$ cat src/rtl/alu_mul_sequencer.sv
// Shift-and-add unsigned multiplier controller that borrows the shared integer ALU
// (ADD only) for WIDTH cycles and returns either word of the 2*WIDTH product.
module alu_mul_sequencer #(
  parameter int unsigned      WIDTH   = 32,
  parameter int unsigned      CNT_W   = $clog2(WIDTH),
  parameter int unsigned      CTR_W   = 4,
  parameter logic [CTR_W-1:0] ALU_ADD = CTR_W'(2),
  parameter logic [CTR_W-1:0] ALU_AND = CTR_W'(0)
) (
  input  logic             clk,
  input  logic             rst,
  input  logic             start,
  input  logic [WIDTH-1:0] op_a,
  input  logic [WIDTH-1:0] op_b,
  input  logic             hi_sel,
  output logic             busy,
  output logic             done,
  output logic [WIDTH-1:0] result,
  output logic [CTR_W-1:0] alu_ctr,
  output logic [WIDTH-1:0] alu_a,
  output logic [WIDTH-1:0] alu_b,
  input  logic [WIDTH-1:0] alu_out
);

  typedef enum logic [1:0] {
    S_IDLE,
    S_RUN,
    S_DONE
  } state_t;

  localparam logic [CNT_W-1:0] LAST_CNT = CNT_W'(WIDTH - 1);

  state_t           state_q,  state_d;
  logic [WIDTH-1:0] acc_hi_q, acc_hi_d;
  logic [WIDTH-1:0] acc_lo_q, acc_lo_d;
  logic [WIDTH-1:0] mcand_q,  mcand_d;
  logic [CNT_W-1:0] cnt_q,    cnt_d;
  logic             hi_sel_q, hi_sel_d;
  logic [WIDTH-1:0] result_q, result_d;

  logic             carry;
  logic [WIDTH-1:0] next_hi;
  logic [WIDTH-1:0] next_lo;

  always_ff @(posedge clk) begin
    if (rst) begin
      state_q  <= S_IDLE;
      acc_hi_q <= '0;
      acc_lo_q <= '0;
      mcand_q  <= '0;
      cnt_q    <= '0;
      hi_sel_q <= 1'b0;
      result_q <= '0;
    end else begin
      state_q  <= state_d;
      acc_hi_q <= acc_hi_d;
      acc_lo_q <= acc_lo_d;
      mcand_q  <= mcand_d;
      cnt_q    <= cnt_d;
      hi_sel_q <= hi_sel_d;
      result_q <= result_d;
    end
  end

  // The ALU sum is only WIDTH bits wide; an unsigned wrap below acc_hi means
  // the addition carried out, which becomes the new top bit after the shift.
  always_comb begin
    carry   = (alu_out < acc_hi_q);
    next_hi = {carry, alu_out[WIDTH-1:1]};
    next_lo = {alu_out[0], acc_lo_q[WIDTH-1:1]};
  end

  always_comb begin
    state_d  = state_q;
    acc_hi_d = acc_hi_q;
    acc_lo_d = acc_lo_q;
    mcand_d  = mcand_q;
    cnt_d    = cnt_q;
    hi_sel_d = hi_sel_q;
    result_d = result_q;
    alu_ctr  = ALU_AND;
    alu_a    = '0;
    alu_b    = '0;

    case (state_q)
      S_IDLE: begin
        if (start) begin
          mcand_d  = op_a;
          acc_lo_d = op_b;
          acc_hi_d = '0;
          cnt_d    = '0;
          hi_sel_d = hi_sel;
          state_d  = S_RUN;
        end
      end

      S_RUN: begin
        alu_ctr  = ALU_ADD;
        alu_a    = acc_hi_q;
        alu_b    = acc_lo_q[0] ? mcand_q : '0;
        acc_hi_d = next_hi;
        acc_lo_d = next_lo;
        if (cnt_q == LAST_CNT) begin
          // Capture the selected word on the final iteration so it is
          // already registered during the single DONE cycle.
          result_d = hi_sel_q ? next_hi : next_lo;
          state_d  = S_DONE;
        end else begin
          cnt_d = cnt_q + CNT_W'(1);
        end
      end

      S_DONE: begin
        state_d = S_IDLE;
      end

      default: begin
        state_d = S_IDLE;
      end
    endcase
  end

  assign busy   = (state_q != S_IDLE);
  assign done   = (state_q == S_DONE);
  assign result = result_q;

endmodule

$ cat config.mk
export PLATFORM = sky130hd
export DESIGN_NAME = alu_mul_sequencer
export DESIGN_NICKNAME = d
export VERILOG_FILES = /design/src/rtl/alu_mul_sequencer.sv
export SDC_FILE = /design/constraint.sdc
export NUM_CORES = 1
export LEC_CHECK = 0
export CORE_MARGIN = 4
export CORE_UTILIZATION = 57
export DETAILED_ROUTE_END_ITERATION = 7
export DONT_BUFFER_PORTS = 1
export PLACE_DENSITY = 0.75
export SLEW_MARGIN = 25
export SYNTH_ARGS = -nofsm -noshare
export SYNTH_HDL_FRONTEND = slang
export SYNTH_SLANG_ARGS = --single-unit
$ cat constraint.sdc
create_clock -name clk -period 1.9 [get_ports clk]
set_input_delay 0.38 -clock clk [delete_from_list [all_inputs] [get_ports clk]]
set_output_delay 0.38 -clock clk [all_outputs]
set_load 0.005 [all_outputs]
# --- Word level (Yosys, flattened, before mapping) ---
# Index checks and enable logic that the tools add are counted.
totals:
  reg_bits: 136
  in_bits: 100
  out_inout_bits: 102
  word_cells: 38
classes:
  n_eq_ne: 6
  order_cmp: 1
  n_mux: 15
  reduce_logical: 8
  add_sub_neg: 1
op_table:
  columns: ["op", "count"]
  rows:
  - ["two-way mux 32 bit", 6]
  - ["case mux 32 bit (2 select lines)", 2]
  - ["< comparator 32 bit", 1]
  - ["two-way mux 5 bit", 2]
  - ["case mux 5 bit (2 select lines)", 1]
  - ["AND reduction 2 bit", 4]
  - ["two-way mux 2 bit", 3]
  - ["!= test 2 bit (second input constant)", 3]
  - ["adder 5 x 1 -> 5 bit (second input constant)", 1]
  - ["equality test 5 bit (second input constant)", 1]
  - ["case mux 2 bit (2 select lines)", 1]
  - ["nonzero test 2 bit", 2]
  - ["AND reduction 3 bit", 1]
  - ["equality test 2 x 1 -> 1 bit (second input constant)", 1]
  - ["equality test 2 bit (second input constant)", 1]
  - ["logical NOT 2 bit", 1]

# --- Depth between registers and ports, before layout ---
# Gate-level depths: netlist of the first run.
depth:
  word_depth: 3
  ltp_mapped: 8

# --- Least setup slack after synthesis of the first run ---
# Ideal clock, no wire load.
synth_timing:
  path_kind: "input -> register"
  startpoint: "in alu_out[2]"
  endpoint: "reg acc_hi_q[31]"
  required_ns: 1.804
  stages: 7
  arrival_ns: 1.815
  setup_slack_ns: -0.010
  n_path_buf: 0
  setup_ns: 0.096
  cell_sequence: "ha_1 > a211o_1 > a31oi_1 > o311a_1 > nor3_1 > o311a_1 > o41ai_2"
synth_via:
  elab_chain_cells: 2
synth_rtl:
  columns: ["item", "line_no", "source"]
  rows:
  - ["start: declaration", "22", "input logic [WIDTH-1:0] alu_out"]
  - ["< comparator 32 bit", "68", "carry = (alu_out < acc_hi_q);"]
  - ["case mux 32 bit (2 select lines)", "85", "case (state_q)"]
  - ["end signal: assignment", "56", "acc_hi_q <= acc_hi_d;"]
  - ["end: declaration", "34", "logic [WIDTH-1:0] acc_hi_q, acc_hi_d;"]
# No other way between the ends.
# A chain may end at the register's enable or synchronous reset.

# --- Final worst setup path of the first run ---
layout_timing:
  startpoint: "reg acc_hi_q[26]"
  endpoint: "reg result_q[31], in the netlist result[31]"
layout_via:
  elab_chain_cells: 2
layout_rtl:
  columns: ["item", "line_no", "source"]
  rows:
  - ["< comparator 32 bit", "68", null]
  - ["two-way mux 32 bit", "106", "result_d = hi_sel_q ? next_hi : next_lo;"]
  - ["end signal: assignment", "61", "result_q <= result_d;"]
  - ["end: declaration", "39", "logic [WIDTH-1:0] result_q, result_d;"]
# No other way between the ends.

==> results of run 1 <==
==> layer usage <==
metal	track usage, %	vias up
met3	8.668	55
met2	43.85	281
li1	-	2792
met5	0	-
met4	15.99	0
met1	29.86	2731
==> sequential cells by signal, indices dropped and copies added, names as in the netlist <==
register and flops:
mcand_q 32, hi_sel_q 1, state_q 2, acc_lo_q 32
acc_hi_q 32, cnt_q 5, result 32
==> Yosys cell counts (all sizes together), types with 3 or more instances <==
cell | number | area share, %
nand3 | 34 | 2.6
nand4 | 6 | 0.58
inv | 34 | 2.0
a211oi | 32 | 3.7
buf | 28 | 2.1
nand2 | 171 | 9.9
nor3 | 4 | 0.31
clkbuf | 44 | 2.6
dfxtp | 136 | 42
nor2 | 105 | 6.1
a311oi | 32 | 4.3
and2 | 3 | 0.29
and3 | 33 | 3.2
ha | 33 | 6.4
o21ai | 4 | 0.31
a21oi | 76 | 5.9
mux2i | 31 | 4.8
==> cells by family after synthesis <==
logic type	share of synthesized area, %
flops	42.13
xor+xnor	0.2711
simple gates	23.91
mux	4.802
other cells	0.05803
compound gates	15.86
buf+inv	6.583
fa+ha+maj	6.389
==> cell type report <==
type / instances / area (um^2) / area share [%]
clock buffers: 24 / 511.7 / 6.870
clock inverters: 7 / 90.09 / 1.209
inverters: 34 / 130.1 / 1.747
multi-input cells: 589 / 3491 / 46.87
flip-flops and latches: 136 / 2729 / 36.64
well taps: 140 / 175.2 / 2.352
repair buffers: 29 / 321.6 / 4.317
==> report_power, final <==
group          total [uW]  internal, uW  switching [uW]
Clock                3290          2130            1160
Sequential           3110          3000             103
Combinational         829           334             494
==> metrics by stage <==
stage | setup TNS [ns] | cell area, um^2 | hold WS, ns | util, %
after floorplan | 0 | 6470 | 0.4319 | -
after global placement | -0.1151 | 6586 | 0.4320 | 59.97
after detailed placement | -0.3396 | 6586 | 0.4356 | 59.97
after CTS | -0.1342 | 7312 | 0.007960 | 66.58
after global routing | -0.3958 | 7448 | 0.02274 | 67.82
final | -0.1658 | 7448 | 0.03721 | 67.82
==> final timing paths <==
kind,startpoint,endpoint,cells past startpoint
worst max-delay path,acc_hi_q[26],result[31],9
worst max register to register,acc_hi_q[26],result[31],9
worst min-delay path,rst,acc_hi_q[1],1
worst min register to register,mcand_q[30],mcand_q[30],2
==> repair_timing <==
item,CTS,global route
setup endpoints to repair,35,70
setup buffers,5,2
pin swaps,9,9
resized for setup,15,20
cloned,0,1
==> worst reg2reg max path, delay by kind of cell, from the launching register on <==
kind / cells / cell delay (ns)
buffers and inverters: 4 / 0.52
AND/OR/NAND/NOR: 2 / 0.46
flip-flops: 1 / 0.34
adder cells (fa/ha/maj): 1 / 0.32
AO/OA/AOI/OAI: 2 / 0.24
==> layout by cell type (no fill, tap or decap), types with 5 or more instances in the layout <==
cell | netlist | routed
dfxtp_1 | 136 | 131
nor2_1 | 105 | 105
a21oi_1 | 76 | 73
clkbuf_16 | 0 | 18
clkbuf_8 | 0 | 6
and3_1 | 33 | 33
a311oi_1 | 32 | 32
buf_4 | 4 | 20
nand3_1 | 34 | 34
dfxtp_2 | 0 | 5
ha_4 | 0 | 7
inv_1 | 34 | 32
nand4_1 | 6 | 6
mux2i_1 | 31 | 31
buf_12 | 0 | 6
a211oi_1 | 32 | 31
nand2_1 | 171 | 169
ha_1 | 33 | 23
==> summary.txt, run 1 <==
Outcome
  – Status: complete, but fails checks
  – Violated checks: negative setup slack

Power and ir drop
  – Peak VDD IR: 0.9094 mV
  – Overall Power: 7224 uW
  – P_leak: 0.002811 uW
  – Pwr dens: 969.9 mW/mm^2

Synthesis
  – Synth unique cells: 36
  – #FFs+latches synth: 136
  – Number of enable flip-flop cells after synthesis: 0
  – Synthesized area: 0.006462 mm^2
  – Warnings, synthesis: 0
  – Syn Inst Count: 829
  – Ys async rst share: 0%
  – Register area share after synthesis: 42.13%
  – Avg Synthesized Cell Area: 7.795 um^2
  – Most frequently used flop master after synthesis: dfxtp_1

STA
  – Setup ws final: -0.1026 ns
  – Hold Violations, Final: 0
  – Min cycle time layout: 2.003 ns
  – Setup Skew: 0.007554 ns
  – RSZ-0062 raised after global routing: true
  – Max-slew violations: 0
  – Max Fclk: 0.4993 GHz
  – Setup violators final: 2
  – Final Cycle Share: 105.4%

Critical path
  – Data arrival, critical path: 2.30 ns
  – Critical path fanouts, max: 2
  – WS Path Type: reg -> reg
  – CP Buf/Inv Count: 4
  – Critical path's largest stage delay: 0.34 ns
  – Startpoint types: flip-flop
  – CP top delay family: buffers and inverters
  – Req. time, crit path: 2.19 ns
  – Worst-path cell chain: inv_1, ha_1, nand4_1, buf_4, nor4_4, buf_4, o311a_4, buf_4, o21ai_1
  – Most Frequent Cell on Critical Path: buf_4
  – Reg2reg setup slack: -0.10 ns
  – CP max-delay cell: dfxtp_1
  – Crit path capture type: flip-flop

Clock tree
  – Cts bufs inserted: 17
  – Clk slew on worst S/H paths: 0.06 ns
  – Root Driver: clkbuf_16
  – H-tree levels: 4
  – Worst-skew pair later-pin latency: 0.41 ns
  – CTS Sinks: 136
  – Clock buffer depth: 2
  – CTS Hold Bufs: 0
  – CTS tree: yes

Floorplan
  – Num rows: 38
  – Die Area: 0.01311 mm^2
  – Chip Height: 114.5 um
  – DIE WIDTH: 114.5 um
  – Initial core utilization: 58.84%
  – IO Count: 202
  – Placeable Area: 0.01098 mm^2

Route
  – Routed wire length: 17710 um
  – Highest metal used: met4
  – Average routed wire per standard cell: 18.46 um
  – Vias: 5859
  – Met1 wire length: 6789 um
  – Iteration-0 DRC Markers: 692
  – Met3 WL: 1537 um
  – Via density: 6.109
  – Met2 wire len: 8673 um
  – Pre-Repair DR Iteration Count: 5
  – ANT nets after route: 0
  – Residual DRC count: 0

Placed design
  – Post-DP HPWL: 12040 um
  – GP Congestion: 0.8296
  – Place WS: -0.2172 ns
  – Placed insts: 920
  – IO Port Bufs: 0

Cells and area
  – Area added between synthesis and finish: 15.26%
  – Filler cells: 878
  – Diodes inserted: 0
  – Final non-filler cell total: 959
  – Fraction of layout cells with a size suffix above 1: 10.99%
  – Final #Nets: 940

Worst hold path
  – Hold WC Path Type: in -> reg

GRT
  – Total global-route track usage: 26.63%
  – Vias in the first global route: 5815
  – Global route overflow: 0
  – Largest net degree at the start of global routing: 139
  – Initial antenna violation count: 0
  – First-pass GRT wire length: 28170 um

Run
  – Max-cap viol count: 0
Power figures use the tool's default switching activity.
==> run 2: changes to the inputs <==
--- a/config.mk
+++ b/config.mk
@@ -7,9 +7,10 @@
 export LEC_CHECK = 0
 export CORE_MARGIN = 4
 export CORE_UTILIZATION = 57
+export CTS_CLUSTER_SIZE = 25
 export DETAILED_ROUTE_END_ITERATION = 7
 export DONT_BUFFER_PORTS = 1
-export PLACE_DENSITY = 0.75
+export PLACE_DENSITY_LB_ADDON = 0.1
 export SLEW_MARGIN = 25
 export SYNTH_ARGS = -nofsm -noshare
 export SYNTH_HDL_FRONTEND = slang
==> run 2 against run 1 <==
Effect of this change:
- the flow still finishes with violations (negative setup slack)
- largest cell class unchanged
- die area unchanged
- core utilization grew 0.33 points
- combinational power grew 1%
- power is 4.1% lower
- maximum frequency up 3.0%
- critical endpoint unchanged
- first-iteration DRC count fell by 25%
- global-route usage shrank 0.83 points
- sequential share of layout area down 0.094 points
- cell area is 0.49% higher
- via count shrank 3.6%
- hold slack gained 0.016 ns
- critical path depth shrank 1
==> summary.txt, run 2 (synthesis results as in run 1) <==
Cells and area
  – Commonest non-fill, non-tap cell in the layout: nand2_1 (unchanged)
  – Most frequent cells in the layout: nand2_1 (169), dfxtp_1 (126), nor2_1 (104), a21oi_1 (73), nand3_1 (34) (was nand2_1 (169), dfxtp_1 (131), nor2_1 (105), a21oi_1 (73), nand3_1 (34))
  – Final non-filler cell total: 964 (was 959)
  – Final #Nets: 945 (was 940)
  – Fraction of layout cells with a size suffix above 1: 12.62% (was 10.99%)
  – Sequential cell area: 0.002735 mm^2 (was 0.002729 mm^2)
  – Filler cells: 931 (was 878)
  – Diodes inserted: 0 (unchanged)
  – Area added between synthesis and finish: 15.82% (was 15.26%)
  – Area occupied by multi-input gates: 0.003545 mm^2 (was 0.003491 mm^2)

Critical path
  – Req. time, crit path: 2.24 ns (was 2.19 ns)
  – WS Path Type: reg -> reg (unchanged)
  – Reg2reg setup slack: -0.04 ns (was -0.10 ns)
  – Reg2reg path depth: 8 (was 9)
  – Critical path fanouts, max: 3 (was 2)
  – Crit path capture type: flip-flop (unchanged)
  – Data arrival, critical path: 2.29 ns (was 2.30 ns)
  – RR Startpoint: acc_hi_q[30] (was acc_hi_q[26])
  – RR Endpoint: result[31] (unchanged)
  – Startpoint types: flip-flop (unchanged)

Clock tree
  – CTS tree: yes (unchanged)
  – CTS Sinks: 136 (unchanged)
  – Clock buffer depth: 2 (unchanged)
  – H-tree levels: 4 (unchanged)
  – Cts bufs inserted: 17 (unchanged)
  – Worst-skew pair later-pin latency: 0.41 ns (about the same)
  – Root Driver: clkbuf_16 (unchanged)
  – CTS Hold Bufs: 0 (unchanged)
  – Clk slew on worst S/H paths: 0.05 ns (was 0.06 ns)

GRT
  – Largest net degree at the start of global routing: 139 (unchanged)
  – Global route overflow: 0 (unchanged)
  – First-pass GRT wire length: 27440 um (was 28170 um)
  – Initial antenna violation count: 0 (unchanged)
  – Total global-route track usage: 25.80% (was 26.63%)
  – Vias in the first global route: 5540 (was 5815)

Run
  – Max-cap viol count: 0 (unchanged)

STA
  – Max Fclk: 0.5143 GHz (was 0.4993 GHz)
  – Hold slack: 0.05295 ns (was 0.03721 ns)
  – Max-slew violations: 0 (unchanged)
  – RSZ-0062 raised after global routing: true (unchanged)
  – Total negative slack: -0.05859 ns (was -0.1658 ns)
  – Setup violators final: 2 (unchanged)
  – Setup Skew: 0.005033 ns (was 0.007554 ns)
  – Hold Violations, Final: 0 (unchanged)
  – Setup ws final: -0.04438 ns (was -0.1026 ns)
  – Final Cycle Share: 102.3% (was 105.4%)
  – Min cycle time layout: 1.944 ns (was 2.003 ns)

Route
  – ANT nets after route: 0 (unchanged)
  – Highest metal used: met4 (unchanged)
  – Average routed wire per standard cell: 17.67 um (was 18.46 um)
  – Residual DRC count: 0 (unchanged)
  – Pre-Repair DR Iteration Count: 4 (was 5)
  – Met3 WL: 1285 um (was 1537 um)
  – Met2 wire len: 8421 um (was 8673 um)
  – Met1 wire length: 7006 um (was 6789 um)
  – Iteration-0 DRC Markers: 516 (was 692)
  – Vias: 5649 (was 5859)
  – Routed wire length: 17030 um (was 17710 um)
  – Via density: 5.860 (was 6.109)

Power and ir drop
  – Sw frac: 24.65% (was 24.34%)
  – Internal Pwr Total: 5220 uW (was 5466 uW)
  – Register share of total power: 44.8% (was 43.0%)
  – Pwr dens: 925.5 mW/mm^2 (was 969.9 mW/mm^2)
  – Clock group share of total power: 43.1% (was 45.5%)
  – Switching power of the nets: 1707 uW (was 1758 uW)
  – P_leak: 0.002817 uW (was 0.002811 uW)
  – Combinational Power Share: 12.1% (was 11.5%)
  – Peak VDD IR: 0.6752 mV (was 0.9094 mV)
  – Overall Power: 6927 uW (was 7224 uW)

Outcome
  – Violated checks: negative setup slack (unchanged)
  – Status: complete, but fails checks (unchanged)

Placed design
  – GP Congestion: 0.8390 (was 0.8296)
  – Placed insts: 924 (was 920)
  – Post-DP HPWL: 11650 um (was 12040 um)
  – IO Port Bufs: 0 (unchanged)

Floorplan
  – DIE WIDTH: 114.5 um (unchanged)
  – Chip Height: 114.5 um (unchanged)
  – Num rows: 38 (unchanged)
  – Die Area: 0.01311 mm^2 (unchanged)
  – Initial core utilization: 58.84% (unchanged)
  – Placeable Area: 0.01098 mm^2 (unchanged)
  – IO Count: 202 (unchanged)

Worst hold path
  – Hold worst-path end: result[0] (was acc_hi_q[1])
  – Hold WC Path Type: in -> reg (unchanged)
  – Hold wc startpoint: rst (unchanged)
  – Hold path depth: 1 (unchanged)
[run 2: how the worst max path moves through the flow]
stage	start	end	slack (ns)	cells after the start
3_5_place_dp	alu_out[2]	acc_hi_q[31]	-0.21	7
6_report	acc_hi_q[30]	result[31]	-0.04	8
5_1_grt	acc_hi_q[30]	result[31]	-0.13	8
4_1_cts	acc_hi_q[2]	acc_hi_q[31]	-0.16	8
3_3_place_gp	alu_out[2]	acc_hi_q[31]	-0.08	7
2_1_floorplan	alu_out[2]	acc_hi_q[31]	0.02	7
[run 2: through the flow]
stage	util, %	area (um^2)	worst slack [ns]
4_1_cts	67.61	7426	-0.1557
6_report	68.15	7485	-0.04438
2_1_floorplan	-	6470	0.02233
3_3_place_gp	60.47	6641	-0.07695
3_5_place_dp	60.47	6641	-0.2132
5_1_grt	68.15	7485	-0.1307
[run 2: layout make-up]
class | instances | area share [%]
Sequential cell | 136 | 36.54
Timing Repair Buffer | 34 | 4.831
Tap cell | 140 | 2.340
Clock buffer | 29 | 7.088
Clock inverter | 2 | 0.1337
Inverter | 34 | 1.705
Multi-Input combinational cell | 589 | 47.36
[run 2: power by group through the flow]
stage	clock (uW)	combinational (uW)	sequential (uW)
2_1_floorplan	0	616	3130
3_3_place_gp	0	734	3150
3_5_place_dp	0	763	3160
4_1_cts	3030	817	3100
5_1_grt	3190	947	3120
6_report	2990	841	3100
[run 2: critical path, stage by stage (launching register included)]
cell      delay, ns
dfxtp_2        0.33
inv_2          0.05
ha_4           0.24
nand3_1        0.11
nand2_1        0.09
a221oi_2       0.30
o211ai_1       0.19
or4_1          0.45
o21ai_2        0.12
[run 2: layer usage]
metal,GRT usage (%),vias up
li1,-,2801
met5,0,-
met2,43.66,188
met3,7.611,26
met4,9.343,0
met1,31.00,2634
[run 2: repair_timing]
action	CTS	global route
pin swaps	17	10
setup endpoints to repair	2	49
buffers inserted	7	2
resized for setup	36	10
==> run 3: changes to the inputs <==
--- a/config.mk
+++ b/config.mk
@@ -6,7 +6,7 @@
 export NUM_CORES = 1
 export LEC_CHECK = 0
 export CORE_MARGIN = 4
-export CORE_UTILIZATION = 57
+export CORE_UTILIZATION = 48
 export CTS_CLUSTER_SIZE = 25
 export DETAILED_ROUTE_END_ITERATION = 7
 export DONT_BUFFER_PORTS = 1
==> run 3 against run 2 <==
Effect of this change:
- the flow still finishes with violations (negative setup slack)
- sequential share of layout area is 0.24 points lower
- via count is 0.27% higher
- non-clock buffer count is 5 lower
- register-to-register slack hardly changed
- combinational power is 0.5% lower
- count of clock-buffer cells in the layout is 7 lower
- first-iteration DRC count is 21% lower
- global-route usage is 3.1 points lower
- final cell count is 3.3% higher
- hold slack worse by 0.011 ns
- maximum frequency is 0.14% lower
- critical path type unchanged
==> summary.txt, run 3 (synthesis results as in run 1) <==
Outcome
  – Status: complete, but fails checks (unchanged)
  – Violated checks: negative setup slack (unchanged)

GRT
  – Total global-route track usage: 22.67% (was 25.80%)
  – Vias in the first global route: 5578 (was 5540)
  – Routing usage on met1: 26.38% (was 31.00%)
  – First-pass GRT wire length: 27800 um (was 27440 um)
  – Grt met3 use: 7.221% (was 7.611%)
  – Busiest grt layer: met2 (unchanged)
  – Largest net degree at the start of global routing: 139 (unchanged)
  – Initial antenna violation count: 0 (unchanged)
  – M2 GR Usage: 39.17% (was 43.66%)
  – Global route overflow: 0 (unchanged)

Placed design
  – IO Port Bufs: 0 (unchanged)
  – Placed insts: 963 (was 924)
  – Place WS: -0.1880 ns (was -0.2132 ns)
  – GP Congestion: 0.8639 (was 0.8390)
  – Post-DP HPWL: 12290 um (was 11650 um)

STA
  – Hold slack: 0.04161 ns (was 0.05295 ns)
  – Hold Violations, Final: 0 (unchanged)
  – Max-slew violations: 0 (unchanged)
  – Setup ws final: -0.04704 ns (was -0.04438 ns)
  – Max Fclk: 0.5136 GHz (was 0.5143 GHz)
  – Setup Skew: 0.007873 ns (was 0.005033 ns)
  – Final Cycle Share: 102.5% (was 102.3%)
  – Min cycle time layout: 1.947 ns (was 1.944 ns)
  – Setup violators final: 1 (was 2)
  – RSZ-0062 raised after global routing: true (unchanged)
  – Total negative slack: -0.04704 ns (was -0.05859 ns)

Clock tree
  – Cts bufs inserted: 17 (unchanged)
  – H-tree levels: 4 (unchanged)
  – Clk slew on worst S/H paths: 0.06 ns (was 0.05 ns)
  – CTS Hold Bufs: 0 (unchanged)
  – CTS Sinks: 136 (unchanged)
  – CTS tree: yes (unchanged)
  – Worst-skew pair later-pin latency: 0.42 ns (was 0.41 ns)
  – Clock buffer depth: 2 (unchanged)
  – Root Driver: clkbuf_16 (unchanged)

Route
  – Residual DRC count: 0 (unchanged)
  – Pre-Repair DR Iteration Count: 4 (unchanged)
  – Routed wire length: 17580 um (was 17030 um)
  – Vias: 5664 (was 5649)
  – ANT nets after route: 0 (unchanged)
  – Average routed wire per standard cell: 17.65 um (was 17.67 um)
  – Iteration-0 DRC Markers: 409 (was 516)
  – Via density: 5.687 (was 5.860)

Cells and area
  – Post-layout util: 57.09% (was 68.15%)
  – Final non-filler cell total: 996 (was 964)
  – Area added between synthesis and finish: 16.51% (was 15.82%)
  – Filler cells: 1237 (was 931)
  – Final #Nets: 940 (was 945)
  – Diodes inserted: 0 (unchanged)
  – Fraction of layout cells with a size suffix above 1: 12.93% (was 12.62%)
  – Commonest non-fill, non-tap cell in the layout: nand2_1 (unchanged)
  – Area occupied by multi-input gates: 0.003531 mm^2 (was 0.003545 mm^2)
  – Sequential cell area: 0.002734 mm^2 (was 0.002735 mm^2)
  – Most frequent cells in the layout: nand2_1 (169), dfxtp_1 (127), nor2_1 (105), a21oi_1 (73), nand3_1 (34) (was nand2_1 (169), dfxtp_1 (126), nor2_1 (104), a21oi_1 (73), nand3_1 (34))

Critical path
  – Critical path fanouts, max: 2 (was 3)
  – WS Path Type: reg -> reg (unchanged)
  – Req. time, crit path: 2.21 ns (was 2.24 ns)
  – Startpoint types: flip-flop (unchanged)
  – Crit path capture type: flip-flop (unchanged)
  – Data arrival, critical path: 2.26 ns (was 2.29 ns)

Worst hold path
  – Hold WC Path Type: in -> reg (unchanged)

Power and ir drop
  – Peak VDD IR: 0.6119 mV (was 0.6752 mV)
  – Pwr dens: 948.9 mW/mm^2 (was 925.5 mW/mm^2)
  – P_leak: 0.002792 uW (was 0.002817 uW)

Floorplan
  – Num rows: 42 (was 38)
  – Die Area: 0.01538 mm^2 (was 0.01311 mm^2)
  – Initial core utilization: 48.99% (was 58.84%)
  – DIE WIDTH: 124.0 um (was 114.5 um)
  – Chip Height: 124.0 um (was 114.5 um)
  – IO Count: 202 (unchanged)
  – Placeable Area: 0.01319 mm^2 (was 0.01098 mm^2)

Run
  – Max-cap viol count: 0 (unchanged)
==> run 3: changes by cell type in the layout (fill, tap and decap cells not counted), sizes merged <==
cell,before,now
clkbuf,29,22
buf,34,29
clkinvlp,0,4
clkinv,2,4
bufinv,0,1
inv,34,35
==> run 3: critical path, stage by stage (launching register included) <==
cell	delay [ns]
dfxtp_2	0.33
inv_2	0.05
ha_4	0.21
a211o_1	0.26
a31oi_2	0.15
o311a_1	0.20
nor3_1	0.05
o311a_1	0.38
o41ai_2	0.21
==> run 3: repair_timing <==
item                                    in CTS  in global routing
pin swaps                                   13                  7
endpoints found under the setup margin      22                 35
gates cloned                                 0                  0
gates resized for setup                     35                 12
buffers inserted                             0                  1
==> run 3: final timing paths <==
check,startpoint,endpoint,slack (ns),depth (start not counted)
max,acc_hi_q[2],acc_hi_q[31],-0.05,8
min,rst,result[0],0.04,1
max reg2reg,acc_hi_q[2],acc_hi_q[31],-0.05,8
min reg2reg,mcand_q[0],mcand_q[0],0.45,2
==> run 3: stage by stage <==
| step | area [um^2] | total power, uW |
|---|---|---|
| global placement | 6709 | 3903 |
| floorplan | 6470 | 3743 |
| detailed placement | 6709 | 3930 |
| finish | 7530 | 7145 |
| global route | 7530 | 7464 |
| CTS | 7475 | 7181 |
==> run 3: layer usage <==
metal / routed length, um / vias to the layer above
li1: - / 2790
met1: 7053 / 2663
met2: 8794 / 185
met3: 1405 / 26
met4: 327 / 0
met5: 0 / -
==> run 3: final cells by class <==
class                   count  area share [%]
inverters                  34           1.695
flip-flops and latches    136           36.31
clock inverters            10           1.230
well taps                 176           2.925
multi-input cells         589           46.89
repair buffers             29           4.387
clock buffers              22           6.564
==> run 3: power by group <==
group / total (uW) / internal, uW / switching [uW]
Sequential: 3100 / 3000 / 95.2
Combinational: 837 / 346 / 491
Clock: 3210 / 1970 / 1240
Total: 7140 / 5320 / 1820
